**config.mk**
```make
export PLATFORM = sky130hd
export DESIGN_NAME = mdu_iter
export DESIGN_NICKNAME = d
export VERILOG_FILES = /design/src/rtl/mdu_pkg.sv /design/src/rtl/mdu_negate.sv /design/src/rtl/mdu_iter.sv
export SDC_FILE = /design/constraint.sdc
export NUM_CORES = 1
export LEC_CHECK = 0
export BUFFER_PORTS_ARGS = -buffer_cell sky130_fd_sc_hd__buf_4
export CORE_AREA = 2 2 163 165
export CTS_CLUSTER_DIAMETER = 200
export DETAILED_ROUTE_END_ITERATION = 6
export DIE_AREA = 0 0 165 167
export REMOVE_ABC_BUFFERS = 1
export SLEW_MARGIN = 20
export SYNTH_ARGS = -nofsm -noshare
export SYNTH_HDL_FRONTEND = slang
export SYNTH_SLANG_ARGS = --single-unit
```
**constraint.sdc**
```tcl
create_clock -name clk -period 5.3 [get_ports clk]
set_input_delay 0.53 -clock clk [delete_from_list [all_inputs] [get_ports clk]]
set_output_delay 0.53 -clock clk [all_outputs]
set_load 0.01 [all_outputs]
```
**src/rtl/mdu_pkg.sv**
```systemverilog
// Shared definitions for the iterative multiply/divide unit: funct3 encodings,
// FSM state type and a most-negative-value helper.
package mdu_pkg;

  localparam logic [2:0] OP_MUL    = 3'b000;
  localparam logic [2:0] OP_MULH   = 3'b001;
  localparam logic [2:0] OP_MULHSU = 3'b010;
  localparam logic [2:0] OP_MULHU  = 3'b011;
  localparam logic [2:0] OP_DIV    = 3'b100;
  localparam logic [2:0] OP_DIVU   = 3'b101;
  localparam logic [2:0] OP_REM    = 3'b110;
  localparam logic [2:0] OP_REMU   = 3'b111;

  localparam int MAX_WIDTH = 128;

  typedef enum logic [1:0] {IDLE, CALC, DONE} state_t;

  // Two's-complement most-negative value for a given width, zero-extended.
  function automatic logic [MAX_WIDTH-1:0] most_neg(input int width);
    return {{(MAX_WIDTH-1){1'b0}}, 1'b1} << (width - 1);
  endfunction

endpackage

```
**src/rtl/mdu_negate.sv**
```systemverilog
// Conditional two's-complement negation, used both for operand magnitudes and
// for applying the result sign.
module mdu_negate #(
  parameter int WIDTH = 32
) (
  input  logic             neg,
  input  logic [WIDTH-1:0] din,
  output logic [WIDTH-1:0] dout
);

  assign dout = neg ? (~din + WIDTH'(1)) : din;

endmodule

```
**src/rtl/mdu_iter.sv**
```systemverilog
// Iterative radix-2 multiply / restoring divide unit for RV32M funct3 ops.
// Define MDU_DIV_EN to build the divider; otherwise ops 1xx return 0 in one cycle.
module mdu_iter
  import mdu_pkg::*;
#(
  parameter int WIDTH = 32,
  parameter int CNT_W = $clog2(WIDTH)
) (
  input  logic             clk,
  input  logic             rst_n,
  input  logic             flush,
  input  logic             in_valid,
  output logic             in_ready,
  input  logic [2:0]       op,
  input  logic [WIDTH-1:0] a,
  input  logic [WIDTH-1:0] b,
  output logic             out_valid,
  input  logic             out_ready,
  output logic [WIDTH-1:0] result,
  output logic             busy
);

  localparam logic [CNT_W-1:0] LAST = CNT_W'(WIDTH - 1);

  state_t             state, state_nxt;
  logic [CNT_W-1:0]   cnt;
  logic [2*WIDTH:0]   acc, acc_step;
  logic [WIDTH-1:0]   opnd;
  logic [2:0]         op_q;
  logic               neg_q;
  logic [WIDTH-1:0]   result_q;

  logic               a_neg, b_neg, neg_in, special;
  logic [WIDTH-1:0]   a_mag, b_mag, special_res, final_res;
  logic [WIDTH:0]     mul_sum;
  logic [2*WIDTH-1:0] fix_in, fix_out;

  assign in_ready  = (state == IDLE);
  assign out_valid = (state == DONE);
  assign busy      = (state == CALC);
  assign result    = result_q;

  assign a_neg  = a[WIDTH-1] && (op == OP_MULH || op == OP_MULHSU || op == OP_DIV || op == OP_REM);
  assign b_neg  = b[WIDTH-1] && (op == OP_MULH || op == OP_DIV || op == OP_REM);
  // The remainder follows the dividend; everything else follows the sign XOR.
  assign neg_in = (op == OP_REM) ? a_neg : (a_neg ^ b_neg);

  mdu_negate #(.WIDTH(WIDTH)) u_neg_a (.neg(a_neg), .din(a), .dout(a_mag));
  mdu_negate #(.WIDTH(WIDTH)) u_neg_b (.neg(b_neg), .din(b), .dout(b_mag));

  assign mul_sum = acc[2*WIDTH:WIDTH] + {1'b0, (acc[0] ? opnd : {WIDTH{1'b0}})};

`ifdef MDU_DIV_EN
  localparam logic [WIDTH-1:0] MOST_NEG = WIDTH'(most_neg(WIDTH));

  logic             div_zero, div_ovf;
  logic [2*WIDTH:0] div_shift;
  logic [WIDTH:0]   div_trial;

  assign div_zero    = (b == '0);
  assign div_ovf     = (op == OP_DIV || op == OP_REM) && (a == MOST_NEG) && (b == '1);
  assign special     = op[2] && (div_zero || div_ovf);
  assign special_res = op[1] ? (div_zero ? a : '0) : (div_zero ? '1 : a);

  // Top bit of the trial difference is the borrow: set means the divisor did not fit.
  assign div_shift = {acc[2*WIDTH-1:0], 1'b0};
  assign div_trial = div_shift[2*WIDTH:WIDTH] - {1'b0, opnd};

  always_comb begin
    acc_step = div_shift;
    if (!op_q[2])
      acc_step = {1'b0, mul_sum, acc[WIDTH-1:1]};
    else if (!div_trial[WIDTH])
      acc_step = {div_trial, div_shift[WIDTH-1:1], 1'b1};
  end

  assign fix_in = op_q[2] ? {{WIDTH{1'b0}}, (op_q[1] ? acc_step[2*WIDTH-1:WIDTH] : acc_step[WIDTH-1:0])}
                          : acc_step[2*WIDTH-1:0];
`else
  assign special     = op[2];
  assign special_res = '0;
  assign acc_step    = {1'b0, mul_sum, acc[WIDTH-1:1]};
  assign fix_in      = acc_step[2*WIDTH-1:0];
`endif

  // Divide results sit in the low half so one wide negator covers every op.
  mdu_negate #(.WIDTH(2*WIDTH)) u_fix (.neg(neg_q), .din(fix_in), .dout(fix_out));

  assign final_res = (op_q[2] || op_q == OP_MUL) ? fix_out[WIDTH-1:0] : fix_out[2*WIDTH-1:WIDTH];

  always_ff @(posedge clk or negedge rst_n) begin
    if (!rst_n) state <= IDLE;
    else        state <= state_nxt;
  end

  always_comb begin
    state_nxt = state;
    if (flush) begin
      state_nxt = IDLE;
    end else begin
      case (state)
        IDLE:    if (in_valid) state_nxt = special ? DONE : CALC;
        CALC:    if (cnt == LAST) state_nxt = DONE;
        DONE:    if (out_ready) state_nxt = IDLE;
        default: state_nxt = IDLE;
      endcase
    end
  end

  always_ff @(posedge clk or negedge rst_n) begin
    if (!rst_n) begin
      cnt      <= '0;
      acc      <= '0;
      opnd     <= '0;
      op_q     <= '0;
      neg_q    <= 1'b0;
      result_q <= '0;
    end else if (!flush) begin
      if (state == IDLE && in_valid) begin
        op_q  <= op;
        neg_q <= neg_in;
        cnt   <= '0;
        acc   <= {{(WIDTH+1){1'b0}}, (op[2] ? a_mag : b_mag)};
        opnd  <= op[2] ? b_mag : a_mag;
        if (special) result_q <= special_res;
      end else if (state == CALC) begin
        acc <= acc_step;
        cnt <= cnt + CNT_W'(1);
        if (cnt == LAST) result_q <= final_res;
      end
    end
  end

endmodule

```
# Yosys cells after proc, flatten, opt, wreduce, memory -nomap -nowiden
# Index checks and enable logic that the tools add are counted.
# W data, S select, Z words.
[word_totals] output_inout_bits=35 wordCells=67 in_bits=72 register_bits=140
[classes] n_eq_ne=11 muxes=22 n_reduce_logical=17 n_bitwise=5 addsub=5
[ops] operator="$mux W32" count=10
[ops] operator="$mux W65" count=2
[ops] operator="$add A32 B1 Y32 const B" count=2
[ops] operator="$add A64 B1 Y64 const B" count=1
[ops] operator="$mux W64" count=1
[ops] operator="$not A32 Y32" count=2
[ops] operator="$not A64 Y64" count=1
[ops] operator="$add A33 B32 Y33" count=1
[ops] operator="$mux W2" count=5
[ops] operator="$mux W5" count=2
[ops] operator="$eq A3 B3 Y1 const B" count=2
[ops] operator="$logic_or A1 B1 Y1" count=6
[ops] operator="$ne A3 B2 Y1 const B" count=2
[ops] operator="$pmux W2 S3" count=1
[ops] operator="$add A5 B1 Y5 const B" count=1
[ops] operator="$eq A5 B5 Y1 const B" count=1
[ops] operator="$reduce_and A2 Y1" count=2
[ops] operator="$reduce_and A4 Y1" count=1
[ops] operator="$reduce_bool A2 Y1" count=2
[ops] operator="$eq A3 B1 Y1 const B" count=1
[ops] operator="$eq A3 B2 Y1 const B" count=1
[ops] operator="$logic_and A1 B1 Y1" count=3
[ops] operator="$logic_not A3 Y1" count=1
[ops] operator="$ne A3 B3 Y1 const B" count=1
[ops] operator="8 further kinds" count=8

# Depth between registers and ports, before layout
[logic_depth] ltp_word=9 ltp_mapped=15 mapped_depth_nobuf=13

# Modules after synthesis
# From an unflattened synthesis, not the netlist that was laid out.
[hier_totals] cells_unflattened=1315 area_unflattened_um2=11572.3
[modules_own_cells] module="mdu_iter" area_per_inst_um2=8369.3 cells_each=911 instances=1 seq_area_each_um2=3478.3
[modules_own_cells] module="mdu_negate at u_fix" area_per_inst_um2=1649.1 cells_each=206 instances=1 seq_area_each_um2=0.0
[modules_own_cells] module="mdu_negate at u_neg_a ..." area_per_inst_um2=777.0 cells_each=99 instances=2 seq_area_each_um2=0.0

# Worst setup path before layout
# No wires, ideal clock.
[synth_timing] kind="register to register" start="register acc[0]" end="register result_q[20] (netlist: result[20])" n_path_buf=2 arrival_ns=3.967 slack_ns=1.204 synth_period_minus_slack_ns=4.096 path_stages_with_launch=16 setup_ns=0.129 required_ns=5.171 cell_sequence="dfrtp_1 > clkbuf_1 > and2_1 > ha_1 > fa_1 > a211oi_1 > o21ai_0 > a21oi_1 > xor2_1 > nand2_1 > or3_1 > or4b_1 > buf_6 > a211o_1 > o211ai_1 > o21ai_1"
[synth_between] elab_chain_cells=9
[synth_lines] item="start, declared" line_no="mdu_iter.sv:27" source="logic [2*WIDTH:0] acc, acc_step;"
[synth_lines] item="start signal, assigned" line_no="mdu_iter.sv:123" source="acc <= {{(WIDTH+1){1'b0}}, (op[2] ? a_mag : b_mag)};"
[synth_lines] item="start signal, assigned" line_no="mdu_iter.sv:127" source="acc <= acc_step;"
[synth_lines] item="$mux W32 (*)" line_no="mdu_iter.sv:51" source="assign mul_sum = acc[2*WIDTH:WIDTH] + {1'b0, (acc[0] ? opnd : {WIDTH{1'b0}})};"
[synth_lines] item="$add A33 B32 Y33 (*)" line_no="mdu_iter.sv:51"
[synth_lines] item="$not A64 Y64" line_no="mdu_negate.sv:11" source="assign dout = neg ? (~din + WIDTH'(1)) : din;"
[synth_lines] item="$add A64 B1 Y64" line_no="mdu_negate.sv:11"
[synth_lines] item="$mux W64 (*)" line_no="mdu_negate.sv:11"
[synth_lines] item="$mux W32 (*)" line_no="mdu_iter.sv:89" source="assign final_res = (op_q[2] || op_q == OP_MUL) ? fix_out[WIDTH-1:0] : fix_out[2*WIDTH-1:WIDTH];"
[synth_lines] item="$mux W32 (*)" line_no="mdu_iter.sv:129" source="if (cnt == LAST) result_q <= final_res;"
[synth_lines] item="$mux W32 (*)" line_no="mdu_iter.sv:126" source="end else if (state == CALC) begin"
[synth_lines] item="$mux W32 (*)" line_no="mdu_iter.sv:119" source="if (state == IDLE && in_valid) begin"
[synth_lines] item="end signal, assigned" line_no="mdu_iter.sv:125" source="if (special) result_q <= special_res;"
[synth_lines] item="end signal, assigned" line_no="mdu_iter.sv:129"
[synth_lines] item="end, declared" line_no="mdu_iter.sv:31" source="logic [WIDTH-1:0] result_q;"
# Mark *: on every way between the ends. The rest lies on a longest branch, timed or not. The select of a mux whose other input is x is not followed.
# A chain may end at the register's enable or synchronous reset.

# Worst setup path after layout
[layout_timing] start="register acc[0]" end="register result_q[24] (netlist: result[24])"
# Same word-level chain as after synthesis.

==> results.ini <==
[job]
drv_cap=0

[clocking]
post_cts_buffers=0
cts-hold-fix-buffers=0
ctsLongestPathBuffers=2
cts.sinks=139
numCtsBuffers=17
clkSlewWorstSetupHoldPaths_ns=0.07
post_cts_resized=0
cts_root_buffer=clkbuf_16
clock_latency_ns=0.44
htree_levels=4
cts_tree=built

[global_route]
grt_overflow=0
grt_pass1_wl_um=56700
antenna_found_initial=0
grtUsageTotal_pct=26.3
grt_max_degree=98
first_global_vias=10100

[synthesis]
netlist.area_leader.share_pct=30.4
synth_compound_area_share_pct=26.2
ys_seq_elements=139
synth_cells=1484
synth.cell_area_um2=11500
synth-main-ff-cell=dfrtp_1
synth_top_family_by_area=compound AO/OA/AOI/OAI gates
synthTopCellsByArea=dfrtp_1, nand2_1, o21ai_0
yosysTopAreaCell=dfrtp_1
yosysWarnings=0
synth_edf_count=0
syn_avg_cell_area_um2=7.72
yosys-top-cells-count=nand2_1, o21ai_0, a21oi_1, dfrtp_1, nor2_1
synth-simple-area-share_pct=23.0
synth_xor_area_share_pct=10.5
yosysSeqAreaShare_pct=30.4
synth.most_common_cell=nand2_1
synthMuxAreaShare_pct=1.90
synthAdderAreaFrac_pct=4.22
synth_cell_types=78
async_flop_share_pct=100

[sta]
finalSetupViolCount=0
worstMarginPinSlew_ns=1.08
setup_slack_ns=0.592
hold_slack_ns=0.203
final.setup.tns_ns=0
slew_violations=0
finalHoldViolations=0
slew_headroom_pct=27.7
rsz0062_at_grt=no
fin_skew_ns=0.0119
period_minus_slack_ns=4.71
fin_crit_sh_pct=88.8
fmax_ghz=0.212

[floorplan]
die_x_um=165
io_pins=107
die_y_um=167
die-area_um2=27600
num_rows=59
core_area_um2=25800
start_util_pct=44.5

[placed_design]
dp.cells=1852
hpwl_um=27000
port_buffers=106
gp_congestion=0.886
dpl_worst_slack_ns=0.639
dpl-instance-area_um2=12500

[critical_path]
cp-end-kind=flip-flop
start_kind=flip-flop
cp.required_ns=5.58
crit_type=flip-flop to flip-flop
critPathMaxFanout=13
worstPathArrival_ns=4.99

[drt]
initialDrtViolationCount=1008
ant_nets=0
drc=0
vias=11000
avgRoutedWirePerCell_um=19.1
wirelength_um=36000
first_pass_iters=5
avgViaCountPerCell=5.84

[power_and_ir_drop]
p_per_area_nw_per_um2=347
max-vdd-ir-drop_uv=244
leakage_nw=5.67

[cells_and_area]
layout.nets=1646
antenna_cells=0
final_area_um2=13100
n_fill_cell=2487
drive_above_1_share_pct=12.3
area_growth_pct=14.1
final_cell_count_no_fill=1884

[run_status]
status=finished, final reports clean

[min_path]
min-delay-path-class=input pin to async pin

==> routing by layer <==
metal  wire length (um)  up-vias  share of wire [%]  GRT usage [%]
met1              17700     5198                 49           39.5
met2              16100      334                 45           40.4
li1                   -     5453                  -              -
met3               1870       24                5.2           3.56
met5                  0        -                  0              0
met4                377        0                1.0           5.18
==> critical path, cell delays in order, from the launching register on <==
cell and delay (ns):
dfrtp_1 0.49, and2_1 0.20, ha_1 0.38, a21oi_1 0.45, o211ai_1 0.15, buf_4 0.20, a211oi_2 0.40, xor2_1 0.37
nand2_1 0.17, or3_1 0.44, or4b_1 0.73, nor3_2 0.20, mux2i_1 0.27, o31ai_2 0.09
==> metrics by stage <==
step / utilization (%) / power [mW]
CTS: 50.8 / 4.51
global route: 50.8 / 4.81
floorplan: - / 2.69
finish: 50.8 / 4.54
global placement: 48.4 / 3.27
detailed placement: 48.4 / 3.30
==> power breakdown <==
part / switching, mW / total [mW] / internal [mW] / leakage, nW
registers: 0.234 / 1.48 / 1.25 / 1.79
logic: 1.15 / 1.84 / 0.682 / 3.60
clock network: 0.581 / 1.22 / 0.637 / 0.289
==> path summary, 6_finish.rpt <==
check,from,endpoint,slack [ns],cells after the start
max reg2reg,acc[0],result[24],0.59,13
max,acc[0],result[24],0.59,13
min reg2reg,opnd[27],opnd[27],0.46,2
min,rst_n,acc[8],0.20,1
min in group clk,out_ready,state[1],0.25,2
max in group asynchronous,rst_n,result[26],3.94,2
==> kinds of logic after synthesis <==
kind of cell | Yosys count
buffers and inverters | 112
muxes | 21
xor gates and xnor gates | 137
DFF | 139
AOI/OAI and AO/OA | 484
and+or+nand+nor | 553
adders and majority gates | 38
==> area by class of cell <==
type	count	area, um^2	area share [%]
clock buffer	17	425	3.25
clock inverter	15	170	1.30
inverter	18	67.6	0.517
multi-input combinational	1233	7560	57.8
sequential	139	3480	26.6
tap	335	419	3.21
timing repair buffer	127	957	7.32
==> cells in the final DEF, fill, tap and decap left out, types with 34 or more instances in the layout <==
| cell type | synthesis | final |
|---|---|---|
| buf_4 | 0 | 126 |
| o21ai_0 | 149 | 149 |
| and2_1 | 47 | 47 |
| a21oi_1 | 142 | 141 |
| xor2_1 | 78 | 78 |
| dfrtp_1 | 139 | 139 |
| a211oi_1 | 34 | 34 |
| xnor2_1 | 59 | 59 |
| ha_1 | 37 | 37 |
| nand2_1 | 199 | 199 |
| nor2_1 | 138 | 137 |
==> flip-flops by register name, indices dropped and copies added, names as in the netlist <==
signal / count
cnt: 5
neg_q: 1
opnd: 32
state: 2
op_q: 3
acc: 64
result: 32
(Power assumes the default switching activity.)
